$ cat src/rtl/floor_request_if.sv
// Call/status bundle between the button pulse stages, floor_request_ctrl and the car drivers.
// With ELEV_ESTOP_EN defined, also carries the synchronous emergency stop.
interface floor_request_if #(
  parameter int unsigned FLOORS = 4
) ();
  localparam int unsigned FLOOR_W = $clog2(FLOORS);

  logic [FLOORS-1:0]  call;
  logic [FLOOR_W-1:0] floor;
  logic               moving_up;
  logic               moving_down;
  logic               door_open;
  logic [FLOORS-1:0]  pending;
`ifdef ELEV_ESTOP_EN
  logic               estop;

  modport master (
    output call, estop,
    input  floor, moving_up, moving_down, door_open, pending
  );

  modport slave (
    input  call, estop,
    output floor, moving_up, moving_down, door_open, pending
  );
`else
  modport master (
    output call,
    input  floor, moving_up, moving_down, door_open, pending
  );

  modport slave (
    input  call,
    output floor, moving_up, moving_down, door_open, pending
  );
`endif
endinterface

$ cat src/rtl/floor_request_ctrl.sv
// Single-car SCAN controller: latches floor calls, times travel and door dwell, clears served calls.
// Optional macro ELEV_ESTOP_EN adds the estop freeze input on the interface.
module floor_request_ctrl #(
  parameter int unsigned FLOORS      = 4,
  parameter int unsigned MOVE_CYCLES = 8,
  parameter int unsigned DOOR_CYCLES = 4
) (
  input  logic            clk,
  input  logic            reset,
  floor_request_if.slave  bus
);

  localparam int unsigned FLOOR_W = $clog2(FLOORS);
  localparam int unsigned CNT_MAX = (MOVE_CYCLES > DOOR_CYCLES) ? MOVE_CYCLES : DOOR_CYCLES;
  localparam int unsigned CNT_W   = (CNT_MAX > 1) ? $clog2(CNT_MAX) : 1;

  localparam logic [CNT_W-1:0] MOVE_LOAD = CNT_W'(MOVE_CYCLES - 1);
  localparam logic [CNT_W-1:0] DOOR_LOAD = CNT_W'(DOOR_CYCLES - 1);

  typedef enum logic [1:0] {
    ST_IDLE = 2'd0,
    ST_UP   = 2'd1,
    ST_DOWN = 2'd2,
    ST_DOOR = 2'd3
  } state_t;

  state_t             state_q, state_d;
  logic [CNT_W-1:0]   cnt_q, cnt_d;
  logic [FLOOR_W-1:0] floor_q, floor_d;
  logic               dir_up_q, dir_up_d;
  logic [FLOORS-1:0]  pending_q, pending_d;
  logic               moving_up_q, moving_down_q, door_open_q;

  logic [FLOORS-1:0]  cur_bit;
  logic [FLOORS-1:0]  clear;
  logic               hit_here;
  logic               call_here;
  logic               req_above;
  logic               req_below;
  logic               hold;

  assign cur_bit   = FLOORS'(1) << floor_q;
  assign hit_here  = ((pending_q | bus.call) & cur_bit) != '0;
  assign call_here = (bus.call & cur_bit) != '0;

`ifdef ELEV_ESTOP_EN
  assign hold = bus.estop;
`else
  assign hold = 1'b0;
`endif

  // Latched requests strictly above / below the car
  always_comb begin
    req_above = 1'b0;
    req_below = 1'b0;
    for (int unsigned i = 0; i < FLOORS; i++) begin
      if (pending_q[i] && (i > 32'(floor_q))) req_above = 1'b1;
      if (pending_q[i] && (i < 32'(floor_q))) req_below = 1'b1;
    end
  end

  // Next-state, counters, direction and request clear
  always_comb begin
    state_d   = state_q;
    cnt_d     = cnt_q;
    floor_d   = floor_q;
    dir_up_d  = dir_up_q;
    clear     = '0;
    pending_d = pending_q;

    unique case (state_q)
      ST_IDLE: begin
        if (hit_here) begin
          state_d = ST_DOOR;
          cnt_d   = DOOR_LOAD;
        end else if (req_above && (dir_up_q || !req_below)) begin
          state_d  = ST_UP;
          cnt_d    = MOVE_LOAD;
          dir_up_d = 1'b1;
        end else if (req_below) begin
          state_d  = ST_DOWN;
          cnt_d    = MOVE_LOAD;
          dir_up_d = 1'b0;
        end
      end

      ST_UP: begin
        if (cnt_q == '0) begin
          floor_d = floor_q + FLOOR_W'(1);
          state_d = ST_IDLE;
        end else begin
          cnt_d = cnt_q - CNT_W'(1);
        end
      end

      ST_DOWN: begin
        if (cnt_q == '0) begin
          floor_d = floor_q - FLOOR_W'(1);
          state_d = ST_IDLE;
        end else begin
          cnt_d = cnt_q - CNT_W'(1);
        end
      end

      ST_DOOR: begin
        // A fresh call for this floor keeps the door open for a full dwell
        if (call_here) begin
          cnt_d = DOOR_LOAD;
        end else if (cnt_q == '0) begin
          state_d = ST_IDLE;
        end else begin
          cnt_d = cnt_q - CNT_W'(1);
        end
      end

      default: begin
        state_d = ST_IDLE;
      end
    endcase

    if (hold) begin
      state_d  = state_q;
      cnt_d    = cnt_q;
      floor_d  = floor_q;
      dir_up_d = dir_up_q;
    end

    // Served floor is cleared on door entry and throughout the dwell; clear beats set
    if ((state_q == ST_DOOR) || (state_d == ST_DOOR)) begin
      clear = cur_bit;
    end
    pending_d = (pending_q | bus.call) & ~clear;
  end

  always_ff @(posedge clk or negedge reset) begin
    if (!reset) begin
      state_q       <= ST_IDLE;
      cnt_q         <= '0;
      floor_q       <= '0;
      dir_up_q      <= 1'b1;
      pending_q     <= '0;
      moving_up_q   <= 1'b0;
      moving_down_q <= 1'b0;
      door_open_q   <= 1'b0;
    end else begin
      state_q       <= state_d;
      cnt_q         <= cnt_d;
      floor_q       <= floor_d;
      dir_up_q      <= dir_up_d;
      pending_q     <= pending_d;
      moving_up_q   <= (state_d == ST_UP);
      moving_down_q <= (state_d == ST_DOWN);
      door_open_q   <= (state_d == ST_DOOR);
    end
  end

  assign bus.floor       = floor_q;
  assign bus.moving_up   = moving_up_q;
  assign bus.moving_down = moving_down_q;
  assign bus.door_open   = door_open_q;
  assign bus.pending     = pending_q;

endmodule

$ cat src/flat_wrapper.sv
// flat-port wrapper written by rule: the top's interface ports become plain ports
module floor_request_ctrl_flat 
#(
  parameter int unsigned FLOORS      = 4,
  parameter int unsigned MOVE_CYCLES = 8,
  parameter int unsigned DOOR_CYCLES = 4
)
  (clk, reset, bus_call, bus_floor, bus_moving_up, bus_moving_down, bus_door_open, bus_pending);
  floor_request_if #(.FLOORS(FLOORS)) bus_i ();
  input  logic clk;
  input  logic reset;
  input wire logic [$bits(bus_i.call)-1:0] bus_call;
  output wire logic [$bits(bus_i.floor)-1:0] bus_floor;
  output wire logic [$bits(bus_i.moving_up)-1:0] bus_moving_up;
  output wire logic [$bits(bus_i.moving_down)-1:0] bus_moving_down;
  output wire logic [$bits(bus_i.door_open)-1:0] bus_door_open;
  output wire logic [$bits(bus_i.pending)-1:0] bus_pending;
  assign bus_i.call = bus_call;
  assign bus_floor = bus_i.floor;
  assign bus_moving_up = bus_i.moving_up;
  assign bus_moving_down = bus_i.moving_down;
  assign bus_door_open = bus_i.door_open;
  assign bus_pending = bus_i.pending;
  floor_request_ctrl #(.FLOORS(FLOORS), .MOVE_CYCLES(MOVE_CYCLES), .DOOR_CYCLES(DOOR_CYCLES)) u_core (.clk(clk), .reset(reset), .bus(bus_i));
endmodule
$ cat config.mk
export PLATFORM = sky130hd
export DESIGN_NAME = floor_request_ctrl_flat
export DESIGN_NICKNAME = d
export VERILOG_FILES = /design/src/rtl/floor_request_if.sv /design/src/rtl/floor_request_ctrl.sv /design/src/flat_wrapper.sv
export SDC_FILE = /design/constraint.sdc
export NUM_CORES = 1
export LEC_CHECK = 0
export BUFFER_PORTS_ARGS = -buffer_cell sky130_fd_sc_hd__buf_2
export CAP_MARGIN = 20
export CORE_MARGIN = 1.5
export CORE_UTILIZATION = 55
export CTS_CLUSTER_DIAMETER = 120
export DETAILED_ROUTE_END_ITERATION = 12
export PLACE_DENSITY = 0.86
export SLEW_MARGIN = 30
export SYNTH_ARGS = -nofsm -noshare
export SYNTH_HDL_FRONTEND = slang
export SYNTH_SLANG_ARGS = --single-unit
$ cat constraint.sdc
create_clock -name clk -period 2.3 [get_ports clk]
set_input_delay 0.46 -clock clk [delete_from_list [all_inputs] [get_ports clk]]
set_output_delay 0.46 -clock clk [all_outputs]
set_load 0.05 [all_outputs]
=== After elaboration in Yosys (flattened, before gate mapping) ===
Index checks and enable logic that the tools add are counted.
W data, S select, Z words.

* Add/sub/neg operators: 3
* $lt $le $gt $ge: 6
* Equal/unequal tests: 9
* Shift-type cells: 1
* Muxes and demuxes: 24
* Bitwise gates (word level): 6
* Reductions and logical operators: 19

{| class="wikitable"
|+ Operator list
! cell !! number
|-
| $mux W3 || 5
|-
| $mux W2 || 7
|-
| $and A4 B4 Y4 || 3
|-
| $pmux W3 S3 || 1
|-
| $eq A2 B2 Y1 const B || 4
|-
| $mux W1 || 8
|-
| $reduce_bool A4 Y1 || 2
|-
| $logic_and A1 B1 Y1 || 7
|-
| $pmux W2 S3 || 1
|-
| $reduce_and A3 Y1 || 2
|-
| $eq A2 B1 Y1 const B || 2
|-
| $gt A2 B2 Y1 const A || 2
|-
| $lt A1 B2 Y1 const A || 2
|-
| $mux W4 || 1
|-
| $ne A2 B1 Y1 const B || 2
|-
| $ne A4 B1 Y1 const B || 1
|-
| $not A4 Y4 || 1
|-
| $or A4 B4 Y4 || 1
|-
| $pmux W2 S2 || 1
|-
| $reduce_bool A2 Y1 || 2
|-
| $shl A1 B2 Y4 const A || 1
|-
| $logic_not A3 Y1 || 1
|-
| $sub A3 B1 Y3 const B || 1
|-
| $add A2 B1 Y2 const B || 1
|-
| 8 further kinds || 9
|}

* Flip-flop bits (word level): 15
* Bits of input ports: 6
* Output and inout bits: 9
* Logic and storage cells: 76

=== Depth between registers and ports, before layout ===
Gate-level depths: netlist of the first run.

* Depth after elaboration: 16
* Mapped depth: 7
* Mapped depth without buffers: 7

=== Least setup slack after synthesis of the first run ===
OpenSTA, ideal clock, no wires.

* Path kind: register to register
* Start: register u_core.floor_q[1], in the netlist u_core.bus.floor[1]
* End: register u_core.pending_q[0], in the netlist u_core.bus.pending[0]
* Library setup time: 148 ps
* Arrival time: 2310 ps
* Setup slack: -158 ps
* Cell stages (with the launch flop): 8
* Path buffers: 0
* Period minus slack after synthesis: 2458 ps
* Path through: dfrtp_1 -> inv_1 -> ha_1 -> and2_4 -> or3_4 -> a21boi_4 -> a221oi_4 -> a221oi_1

* Longest elaborated chain between the ends: 16
* Elaborated cells between the ends (all ways): 36
* Classes of those cells: order compare (6); eq/ne (1); shift (1); mux (12); bitwise (4); reduce/logical (12)

{| class="wikitable"
|+ Ends and longest elaborated chain
! item !! RTL line !! RTL
|-
| from (decl) || floor_request_ctrl.sv:29 || <nowiki>logic [FLOOR_W-1:0] floor_q, floor_d;</nowiki>
|-
| from (signal assigned) || floor_request_ctrl.sv:148 || <nowiki>floor_q <= floor_d;</nowiki>
|-
| $lt A1 B2 Y1 || floor_request_ctrl.sv:58 || <nowiki>if (pending_q[i] && (i < 32'(floor_q))) req_below = 1'b1;</nowiki>
|-
| $logic_and A1 B1 Y1 || floor_request_ctrl.sv:58 ||
|-
| $mux W1 (3 in a row) || floor_request_ctrl.sv:58 ||
|-
| $logic_not A1 Y1 || floor_request_ctrl.sv:76 || <nowiki>end else if (req_above && (dir_up_q || !req_below)) begin</nowiki>
|-
| $logic_or A1 B1 Y1 || floor_request_ctrl.sv:76 ||
|-
| $logic_and A1 B1 Y1 || floor_request_ctrl.sv:76 ||
|-
| $mux W2 || floor_request_ctrl.sv:76 ||
|-
| $mux W2 || floor_request_ctrl.sv:73 || <nowiki>if (hit_here) begin</nowiki>
|-
| $pmux W2 S3 (*) || floor_request_ctrl.sv:71 || <nowiki>unique case (state_q)</nowiki>
|-
| net u_core.state_d[1] || floor_request_ctrl.sv:27 || <nowiki>state_t state_q, state_d;</nowiki>
|-
| $eq A2 B2 Y1 (*) || floor_request_ctrl.sv:129 || <nowiki>if ((state_q == ST_DOOR) || (state_d == ST_DOOR)) begin</nowiki>
|-
| $logic_or A1 B1 Y1 (*) || floor_request_ctrl.sv:129 ||
|-
| $mux W4 (*) || floor_request_ctrl.sv:129 ||
|-
| $not A4 Y4 (*) || floor_request_ctrl.sv:132 || <nowiki>pending_d = (pending_q | bus.call) & ~clear;</nowiki>
|-
| $and A4 B4 Y4 (*) || floor_request_ctrl.sv:132 ||
|-
| net u_core.pending_d[0] || floor_request_ctrl.sv:31 || <nowiki>logic [FLOORS-1:0] pending_q, pending_d;</nowiki>
|-
| to (signal assigned) || floor_request_ctrl.sv:150 || <nowiki>pending_q <= pending_d;</nowiki>
|-
| to (decl) || floor_request_ctrl.sv:31 ||
|}

Mark *: on every way through the listed nets, which the timed path passes. The rest lies on a longest branch.
A chain may end at the register's enable or synchronous reset.

=== Worst setup path in the final report of the first run ===
* Start: register u_core.floor_q[1], in the netlist u_core.bus.floor[1]
* End: register u_core.pending_q[3], in the netlist u_core.bus.pending[3]

The elaborated chain is that of the path after synthesis.

==> results of run 1 <==
## sequential cells by signal, indices dropped and copies added, names as in the netlist
name and count:
u_core.dir_up_q 1, u_core.bus.moving_up 1, u_core.bus.floor 2, u_core.state_q 2, u_core.bus.pending 4, u_core.bus.moving_down 1
u_core.bus.door_open 1, u_core.cnt_q 3
## worst paths after layout
path                                      from                    end
max in group asynchronous                reset        u_core.dir_up_q
min in group clk                   bus_call[2]  u_core.bus.pending[2]
max                        u_core.bus.floor[1]  u_core.bus.pending[3]
min                                      reset  u_core.bus.pending[3]
max reg2reg                u_core.bus.floor[1]  u_core.bus.pending[3]
min reg2reg                    u_core.cnt_q[2]        u_core.cnt_q[2]
## stage by stage
step	setup slack, ns	instances
6_report	0.0914	158
3_5_place_dp	0.0348	150
2_1_floorplan	0.0464	107
3_3_place_gp	0.109	150
5_1_grt	-0.0157	158
4_1_cts	0.0171	154
## metal layers
metal  vias to the layer above  track usage  share of wire
met1                       434        0.354           0.42
li1                        445            -              -
met4                         0        0.126          0.030
met3                        11       0.0667          0.072
met2                        41        0.381           0.47
met5                         -            0              0
## Yosys cell counts, drive strengths merged, types with 2 or more instances
| cell type | count |
|---|---|
| a22oi | 2 |
| a211oi | 4 |
| nand2 | 4 |
| a21oi | 4 |
| a221oi | 6 |
| dfrtp | 14 |
| o21ai | 7 |
| nor3 | 3 |
| o22ai | 5 |
| ha | 11 |
| nor2 | 12 |
| inv | 13 |
| and2 | 2 |
| nor2b | 4 |
| a21boi | 2 |
## cell families (layout without fill, tap and decap cells)
group | Yosys count | after routing | share of synthesized area
AND/OR/NAND/NOR | 30 | 30 | 0.167
AO/OA/AOI/OAI | 37 | 37 | 0.281
XOR/XNOR | 1 | 1 | 0.00847
buffers and inverters | 13 | 39 | 0.0472
adder cells (fa/ha/maj) | 11 | 11 | 0.133
flip-flops | 15 | 15 | 0.364
## layout by cell type (no fill, tap or decap), types with 2 or more instances in the layout
| master | n |
|---|---|
| sky130_fd_sc_hd__ha_1 | 10 |
| sky130_fd_sc_hd__o22ai_1 | 5 |
| sky130_fd_sc_hd__buf_4 | 7 |
| sky130_fd_sc_hd__clkbuf_4 | 3 |
| sky130_fd_sc_hd__buf_2 | 14 |
| sky130_fd_sc_hd__a221oi_1 | 5 |
| sky130_fd_sc_hd__dfrtp_2 | 2 |
| sky130_fd_sc_hd__a211oi_1 | 4 |
| sky130_fd_sc_hd__o21ai_0 | 6 |
| sky130_fd_sc_hd__nand2_1 | 4 |
| sky130_fd_sc_hd__nor2_1 | 11 |
| sky130_fd_sc_hd__a22oi_1 | 2 |
| sky130_fd_sc_hd__nor3_1 | 3 |
| sky130_fd_sc_hd__inv_1 | 13 |
| sky130_fd_sc_hd__dfrtp_1 | 12 |
| sky130_fd_sc_hd__a21oi_1 | 4 |
| sky130_fd_sc_hd__nor2b_1 | 4 |
## layout make-up
| cell class | count | share of cell area |
|---|---|---|
| Clock buffer | 3 | 0.0182 |
| Clock inverter | 1 | 0.00404 |
| Inverter | 13 | 0.0394 |
| Multi-Input combinational cell | 79 | 0.498 |
| Sequential cell | 15 | 0.306 |
| Tap cell | 25 | 0.0252 |
| Timing Repair Buffer | 22 | 0.109 |
## what timing repair did
item | CTS | global route
buffers inserted | 0 | 4
resized for setup | 0 | 3
hold endpoints to repair | 0 | 0
endpoints found under the setup margin | 0 | 7
## worst max-delay path: stages, from the launching register on
cell and delay (ns):
sky130_fd_sc_hd__dfrtp_2 0.46, sky130_fd_sc_hd__inv_1 0.12, sky130_fd_sc_hd__ha_1 0.22, sky130_fd_sc_hd__and3b_1 0.20, sky130_fd_sc_hd__a221o_1 0.30, sky130_fd_sc_hd__buf_4 0.18
sky130_fd_sc_hd__o21ai_1 0.20, sky130_fd_sc_hd__a221oi_4 0.14, sky130_fd_sc_hd__a221oi_1 0.28
==> results summary, run 1 <==
The starting density of the core is 0.593. The total of flip-flops plus latches after synthesis came out at 15. The remaining max-slew budget at the tightest pin came out at 0.681.

The number of nets handed over by synthesis was 124. In this run the horizontal extent of the chip is 46.4 um. The number of antenna violations at the first check in global routing was 0. The final net count is 151. The fraction of synthesized cell area taken by the top area cell type came out at 0.339.

The number of H-tree branching levels is 1. The routed wirelength normalized by instance count is 16.2 um. The sequential element share of the synthesized area came out at 0.364. The later pin in the worst-skew pair is clocked with a latency of 0.30 ns.

The data arrival time of the critical path came out at 2.41 ns. Clock skew on the completed layout was measured at 0.00612 ns. The cell sitting at the root of the clock tree is a sky130_fd_sc_hd__clkbuf_4. In this run the worst hold path is classified as in2async.

During I/O placement, the number of pins put on the boundary was 15. The type of origin of the critical path is a flop. The pre-antenna-repair detailed-routing pass consisted of 4 iterations. The number of placement rows came out at 15. The number of global-route vias before repair came out at 867. The mapped netlist covers 1030 um2.

For this run, the share of the core covered by cells in the final layout is 0.710. The largest net degree at the start of global routing came out at 16. TritonCTS built the clock tree. The repair_antennas step left the layout with diodes totalling 0.

Yosys mapped the design onto 34 distinct sky130hd cell types. The number of hold buffers added after CTS is 0. The worst path needs 2.21 ns of the cycle, external delays included. The number of antenna-violating nets in the routed design came out at 0. The half-perimeter wire length of the detailed placement result is 1840 um.

Counting every instance in the synthesized netlist gives 107. Setup violations remaining at the end of the flow were counted as 0. The number of hold violations in the final report came out at 0. The depth of the most critical reg-to-reg path came out at 8.

In the final layout, the share of cells above drive strength 1 is 0.278. The area growth from synthesis to layout is 19.8%. Clock tree synthesis inserted a total of 3 buffers. The sequential cell area is 379 um2. The final cycle utilization of the critical path is 0.960. The count of flip-flops with a built-in enable after synthesis is 0. The share of flip-flops with an asynchronous set or reset came out at 1.00. Dividing the synthesized area by the synthesized cell count gives 9.67 um2. The max-slew violation count came out at 0. The sum of negative setup slack is 0 ns.

The average vias per placed instance is 5.89. The final weighted congestion in routability-driven placement is 0.916. The worst path required time came out at 2.50 ns. The overall fraction of global-route tracks in use came out at 0.260.

The floorplan step defined a core boundary enclosing 1750 um2. The first global-routing pass estimated 3850 um of wire. From bottom edge to top edge, the die measures 46.4 um. The register-to-register setup slack came out at 0.09 ns. The transition time at the pin with the least slew margin is 0.479 ns. The dominant register cell in the synthesized netlist is sky130_fd_sc_hd__dfrtp_1. The total congestion overflow after global routing came out at 0. Wires add up to 2570 um. The tool flagged a number of max-cap violations equal to 0. The initial DRC count came out at 41.

The flow ran to the end, and the final reports show no timing, DRC or antenna violations. The TritonCTS sink count is 15. The biggest area contributor in the post-synthesis netlist is sky130_fd_sc_hd__dfrtp_1. The worst hold slack after final layout came out at 0.0476 ns. The maximum clock frequency is 453 MHz.

The maximum root-to-sink buffer count is 2. The capturing element type of the critical path is a flop. Summing all non-filler instances in the final layout gives an area of 1240 um2.

The highest net fanout along the worst path came out at 8. Across all layers, the routed design uses 931 vias. The Yosys step of the flow raised 0 warnings. The critical path in this run is classified as reg2reg. The final-layout fill cell count came out at 132. Clock-pin slew was measured on the worst setup and hold paths at 0.10 ns. The overall die area came out at 2150 um2. The total DRC errors in the routed layout came out at 0. The count of buffers added on input and output ports is 14. The area of placed instances came out at 1170 um2. By area the synthesized netlist is led by sky130_fd_sc_hd__dfrtp_1, sky130_fd_sc_hd__ha_1, sky130_fd_sc_hd__inv_1, sky130_fd_sc_hd__a221oi_1, sky130_fd_sc_hd__nor2_1. The area used by multi-input combinational logic came out at 618 um2.
Power of run 1 is not shown: default switching activity piles up to over one toggle a cycle in this logic, so the estimate is an artifact.
==> run 2, diff against run 1 <==
==> constraint.sdc (replaced) <==
create_clock -name clk -period 2.3 [get_ports clk]
set_input_delay 0.46 -clock clk [delete_from_list [all_inputs] [get_ports clk]]
set_output_delay 0.46 -clock clk [all_outputs]
set_load 0.005 [all_outputs]
==> run 2 against run 1 <==
  * Cell area down 0.20%
  * Cell count down 0.63%
  * Die area unchanged
  * Sequential share of layout area about the same
  * First-iteration DRC count down 59%
  * Core utilization down 0.14 points
  * Hold slack better by 0.015 ns
==> results summary, run 2 (synthesized netlist as in run 1, its figures left out) <==
The flow ran to the end, and the final reports show no timing, DRC or antenna violations. The flip-flop count of the largest register after layout came out at 4 (unchanged). The largest net degree at the start of global routing was 16 (unchanged).

The worst-case IR drop observed on VDD is 915 uV. The area of placed instances is 1150 um2 (-1.5%). Power spread over the standard cell area amounts to 1770 nW/um2. The chip height came out at 46.4 um (unchanged). The clock latency reported for the late side of the worst-skew pair is 0.29 ns (about the same).

The buffering stage count on the worst path with inverters included is 2 (unchanged). The first-pass detailed-route iteration total came out at 4 (unchanged). The worst setup path is captured at a flop.

The starting density of the core is 0.593 (unchanged). The maximum root-to-sink buffer count is 2 (unchanged). The number of antenna cells inserted is 0 (unchanged).

The type of origin of the critical path is a flop. The maximum clock frequency came out at 440 MHz (-2.8%). The number of hold violations in the final report is 0 (unchanged). The number of setup violations in the final report came out at 0 (unchanged). The data arrival time of the critical path is 2.44 ns (+0.03 ns).

The routed wirelength normalized by instance count was 15.9 um (-2.3%). The global-route wire length before repair is 3740 um (-2.9%). The floorplan core area came out at 1750 um2 (unchanged). The number of buffers inserted during clock tree synthesis came out at 3 (unchanged). The fraction of final layout cells sized beyond drive strength 1 came out at 0.273 (-0.00547). The max-cap check violation count came out at 0 (unchanged). The worst path required time came out at 2.47 ns (-0.03 ns). The half-perimeter wire length of the detailed placement result came out at 1750 um (-4.8%). The remaining max-slew budget at the tightest pin is 0.701 (+0.0199). The overall fraction of global-route tracks in use came out at 0.255 (-0.00566). The clock root buffer master is sky130_fd_sc_hd__clkbuf_4. The highest net fanout along the worst path came out at 8 (unchanged).

The number of antenna-violating nets in the routed design is 0 (unchanged). The max-slew violation count came to 0 (unchanged). The critical path goes through buf_4, ha_1, o21ai_0, o2111ai_2, nor2_4, a221oi_4, buf_4, a221oi_1. The growth of design area from synthesis to finish is 19.6%.

The maximum clock skew at final layout is 0.00255 ns (-0.00358 ns). The number of antenna violations at the first check in global routing came out at 0 (unchanged). The cell leakage power came out at 0.000571 uW. In this run the worst setup path begins at u_core.bus.floor[1]. The clock-pin slew of the registers on the worst-case setup and hold paths came out at 0.09 ns (about the same).

In the layout the commonest cells are sky130_fd_sc_hd__buf_2, sky130_fd_sc_hd__inv_1, sky130_fd_sc_hd__dfrtp_1. Among all stages on the critical path, the largest delay is contributed by sky130_fd_sc_hd__dfrtp_1. The final net count is 150 (-0.66%). The initial DRC count is 17 (-59%). The vias after detailed routing came out at 950 (+2.0%). The number of placement rows came out at 15 (unchanged). The design draws 2190 uW. The worst register-to-register path begins at u_core.bus.floor[1]. Leaving out fill and tap cells, the most frequent cell in the layout is sky130_fd_sc_hd__buf_2.

The I/O pin count is 15 (unchanged). The total routed wirelength came out at 2490 um (-2.9%). The worst setup path is of the reg2reg kind. The endpoint identified for the worst register-to-register timing path is u_core.bus.pending[0]. The total congestion overflow after global routing is 0 (unchanged).

The number of gates on the worst path with buffers counted came out at 8 (unchanged). The CTS tree is yes. The TritonCTS sink count is 15 (unchanged). The die width is 46.4 um (unchanged). The path type of the worst min-delay path is in2async. The delay of the slowest critical-path stage came out at 0.39 ns (-0.07 ns). The number of H-tree branching levels was 1 (unchanged). The register-to-register setup slack came to 0.03 ns (-0.06 ns). The transition time at the pin with the least slew margin came out at 0.449 ns (-0.0298 ns).

The most frequent cell on the critical path is sky130_fd_sc_hd__buf_4. The overall die area is 2150 um2 (unchanged). The total DRC errors in the routed layout came out at 0 (unchanged). The average vias per placed instance came out at 6.05 (+2.7%). The clock period minus worst slack came out at 2.27 ns (+0.0641 ns). The final weighted congestion in routability-driven placement is 0.915 (-0.17%). The sum of negative setup slack came to 0 ns (unchanged). The depth of the most critical reg-to-reg path came to 8 (unchanged). The worst hold slack after final layout came out at 0.0628 ns (+0.0153 ns).

The number of global-route vias before repair came out at 841 (-3.0%). The critical path ends at u_core.bus.pending[0]. The kind of cell adding the most delay to the critical path is compound AO/OA/AOI/OAI gates. The final cycle utilization of the critical path is 0.988 (+0.0279).

The final instance area is 1240 um2 (-0.20%). The count of input and output buffers was 14 (unchanged).
==> run 2: cell count changes in the layout (fill, tap and decap cells not counted), sizes merged <==
cell,change
dlymetal6s2s,-1
clkbuf,+1
clkinv,-1
==> run 2: power breakdown <==
part / total (uW) / switching [uW] / internal [uW]
sequential: 490 / 96.3 / 393
combinational: 1550 / 882 / 666
clock: 153 / 85.9 / 67.5
==> run 2: how the worst min path moves through the flow <==
stage | end | slack [ns] | cells past startpoint
after global routing | u_core.cnt_q[1] | 0.08 | 1
after global placement | u_core.cnt_q[0] | 0.38 | 1
final | u_core.cnt_q[1] | 0.06 | 1
after floorplan | u_core.bus.door_open | 0.16 | 0
after detailed placement | u_core.cnt_q[1] | 0.39 | 1
after CTS | u_core.cnt_q[1] | 0.08 | 1
==> run 2: per-stage QoR <==
step / std cells / util / setup slack, ns
2_1_floorplan: 107 / - / 0.186
3_3_place_gp: 148 / 0.659 / 0.121
3_5_place_dp: 148 / 0.659 / 0.00857
4_1_cts: 152 / 0.678 / 0.00247
5_1_grt: 157 / 0.709 / -0.0240
6_report: 157 / 0.709 / 0.0273
==> run 2: layer usage <==
metal,global-route usage,vias up,part of all wire
met5,0,-,0
met4,0.114,0,0.034
met3,0.0392,11,0.071
met2,0.419,41,0.48
met1,0.325,458,0.41
li1,-,440,-
==> run 2: final cells by class <==
class	instances	area, um2
clock buffer	4	26.3
fill	131	508
sequential	15	378
tap	25	31.3
timing repair buffer	21	123
inverter	13	48.8
multi-input combinational	79	631
==> run 2: what timing repair did <==
action | 4_1_cts | 5_1_grt
resized for setup | 1 | 5
buffers inserted | 0 | 5
endpoints found under the setup margin | 2 | 7
pin swaps | 0 | 3
hold buffers | 0 | 0
Power figures use the tool's default switching activity.
==> run 3, diff against run 2 <==
- CORE_UTILIZATION: 55 -> 49
- PLACE_DENSITY: 0.86 -> 0.79
==> run 3 against run 2 <==
  * Non-clock buffer count shrank 3
  * Worst setup slack better by 0.067 ns
  * First-iteration DRC count grew 150%
  * Flip-flop and latch count stayed put
  * Via count decreased by 3.7%
  * Maximum frequency rose by 3.0%
  * Global-route usage fell by 5.8 points
  * Die area rose by 11%
  * Cell count decreased by 0.64%
  * Register-to-register slack improved by 0.07 ns
  * Cell area decreased by 0.81%
  * Critical endpoint is now u_core.cnt_q[2]
  * Largest power group unchanged
  * Highest routed layer unchanged
==> results summary, run 3 (synthesized netlist as in run 1, its figures left out) <==
The run finished with clean final reports. The final cell count without fillers was 156 (-0.64%). The number of antenna-violating nets in the routed design is 0 (unchanged). The vias after detailed routing is 915 (-3.7%). The sum of negative setup slack is 0 ns (unchanged). The clock period minus worst slack is 2.21 ns (-0.0666 ns).

The starting density of the core came to 0.522 (-0.0707). The worst setup margin is 0.0939 ns (+0.0666 ns). The flip-flop count of the largest register after layout came out at 4 (unchanged).

The final net count is 147 (-2.0%). The total DRC errors in the routed layout came out at 0 (unchanged). The overall die area was 2400 um2 (+11%).

The register-to-register setup slack came out at 0.09 ns (+0.07 ns). The chip height is 49.0 um (+5.6%). The largest net degree at the start of global routing is 16 (unchanged). The total power density per cell area is 1740 nW/um2 (-1.7%). The number of hold buffers added after CTS was 0 (unchanged).

The average vias per placed instance came out at 5.87 (-3.1%). The overall fraction of global-route tracks in use came out at 0.197 (-0.0579). The library cell used most frequently in the layout, excluding fill and tap cells, is sky130_fd_sc_hd__buf_2.

The max-cap check violation count came out at 0 (unchanged). The TritonCTS sink count was 15 (unchanged). The cell-internal power is 1100 uW (-2.7%). The count of input and output buffers is 14 (unchanged).

The critical path is of the reg2reg type. The total routed wirelength came to 2320 um (-6.8%). The share of total power in the clock network is 0.070 (about the same). The fraction of final layout cells sized beyond drive strength 1 is 0.287 (+0.0141). The number of placement rows was 16 (+1). The growth of design area from synthesis to finish came out at 18.6%. The die width came out at 49.0 um (+5.6%).

The number of global-route vias before repair is 826 (-1.8%). The max-slew violation count is 0 (unchanged). The maximum root-to-sink buffer count is 2 (unchanged).

The number of H-tree branching levels is 1 (unchanged). The maximum clock frequency came out at 453 MHz (+3.0%). The sequential group share of total power is 0.235 (+0.012). The number of antenna cells inserted is 0 (unchanged). The number of hold violations in the final report was 0 (unchanged). The I/O pin count came to 15 (unchanged). STA classifies the critical path startpoint as a flop. The clock latency reported for the late side of the worst-skew pair came out at 0.28 ns (about the same). The fraction of power consumed by combinational cells is 0.695 (-0.012). The remaining max-slew budget at the tightest pin came out at 0.658 (-0.0421). The initial DRC count is 42 (+25). The floorplan core area came out at 1980 um2 (+14%). The half-perimeter wire length of the detailed placement result was 1760 um (+0.68%).

The final instance area is 1230 um2 (-0.81%). The switching portion of total power is 0.487 (+0.00113). The capturing element type of the critical path is a flop.

The library cells used most frequently in the layout, excluding fill and tap cells, are sky130_fd_sc_hd__buf_2, sky130_fd_sc_hd__inv_1, sky130_fd_sc_hd__dfrtp_1. The number of placed instances with taps included is 150 (+1.4%). The number of buffers inserted during clock tree synthesis is 3 (unchanged). The highest net fanout along the worst path came out at 7 (-1). The min-delay analysis places its worst path in the category in2async. The transition time at the pin with the least slew margin came out at 0.508 ns (+0.0587 ns). The area of placed instances was 1150 um2 (+0.22%). The clock root buffer master is sky130_fd_sc_hd__clkbuf_4.

The CTS tree is yes. The data arrival time of the critical path came out at 2.38 ns (-0.06 ns). The final cell utilization of the core came to 0.619 (-0.0896). The pre-CTS worst setup slack came to -0.0321 ns (-0.0407 ns). The final weighted congestion in routability-driven placement is 1.02 (+11%).

The total congestion overflow after global routing was 0 (unchanged). The first-pass detailed-route iteration total came out at 4 (unchanged). The final cycle utilization of the critical path came out at 0.959 (-0.0289).

The number of setup violations in the final report is 0 (unchanged). The routed wirelength normalized by instance count is 14.9 um (-6.2%). The worst path required time is 2.48 ns (about the same). The switching power is 1040 uW (-2.2%). The peak supply drop came out at 930 uV (+1.6%). The clock-pin slew of the registers on the worst-case setup and hold paths is 0.09 ns (about the same). The maximum clock skew at final layout came out at 0.00179 ns (-0.000757 ns). The number of antenna violations at the first check in global routing came out at 0 (unchanged). The global-route wire length before repair came out at 3640 um (-2.6%). The cell leakage power came out at 0.000560 uW (-1.9%).
[run 3: area by class of cell]
| type | count | area [um2] |
|---|---|---|
| Clock buffer | 3 | 22.5 |
| Clock inverter | 1 | 5.00 |
| Fill cell | 145 | 754 |
| Inverter | 13 | 48.8 |
| Multi-Input combinational cell | 79 | 638 |
| Sequential cell | 15 | 379 |
| Tap cell | 27 | 33.8 |
| Timing Repair Buffer | 18 | 100 |
[run 3: worst max-delay path, cell delays in order (launching register included)]
cell and delay [ns]:
sky130_fd_sc_hd__dfrtp_2 0.45, sky130_fd_sc_hd__buf_4 0.15, sky130_fd_sc_hd__ha_1 0.23, sky130_fd_sc_hd__o21ai_0 0.12, sky130_fd_sc_hd__o2111ai_2 0.22, sky130_fd_sc_hd__buf_4 0.21
sky130_fd_sc_hd__nor4_4 0.32, sky130_fd_sc_hd__o21ba_2 0.21, sky130_fd_sc_hd__o22a_1 0.19
[run 3: metal layers]
metal,wire [um],GRT usage,vias up
li1,-,-,444
met1,1040,0.259,429
met2,1060,0.315,36
met3,183,0.0706,6
met4,42,0.0333,0
met5,0,0,-
[run 3: timing repair]
action                                  4_1_cts  5_1_grt
endpoints found under the setup margin        6        8
pin swaps                                     1        1
buffers inserted                              2        0
gates cloned                                  0        0
gates resized for setup                       0        8
[run 3: power by group through the flow]
stage / registers, uW / logic [uW] / clock network [uW]
CTS: 496 / 1390 / 154
finish: 503 / 1480 / 150
detailed placement: 501 / 1330 / 0
floorplan: 486 / 983 / 0
global route: 517 / 1630 / 165
global placement: 492 / 1280 / 0
[run 3: worst paths after layout]
path	depth (start not counted)	end	from
worst max-delay path	8	u_core.cnt_q[2]	u_core.bus.floor[1]
worst min-delay path	1	u_core.bus.pending[0]	reset
worst max register to register	8	u_core.cnt_q[2]	u_core.bus.floor[1]
worst min register to register	1	u_core.bus.floor[0]	u_core.bus.floor[0]
max in group asynchronous	1	u_core.dir_up_q	reset
min in group clk	3	u_core.bus.pending[2]	bus_call[2]
[run 3: metrics by stage]
| stage | total power (uW) | hold WS, ns |
|---|---|---|
| floorplan | 1470 | 0.164 |
| global placement | 1770 | 0.377 |
| detailed placement | 1830 | 0.379 |
| CTS | 2040 | 0.0633 |
| global route | 2310 | 0.0790 |
| finish | 2140 | 0.0606 |
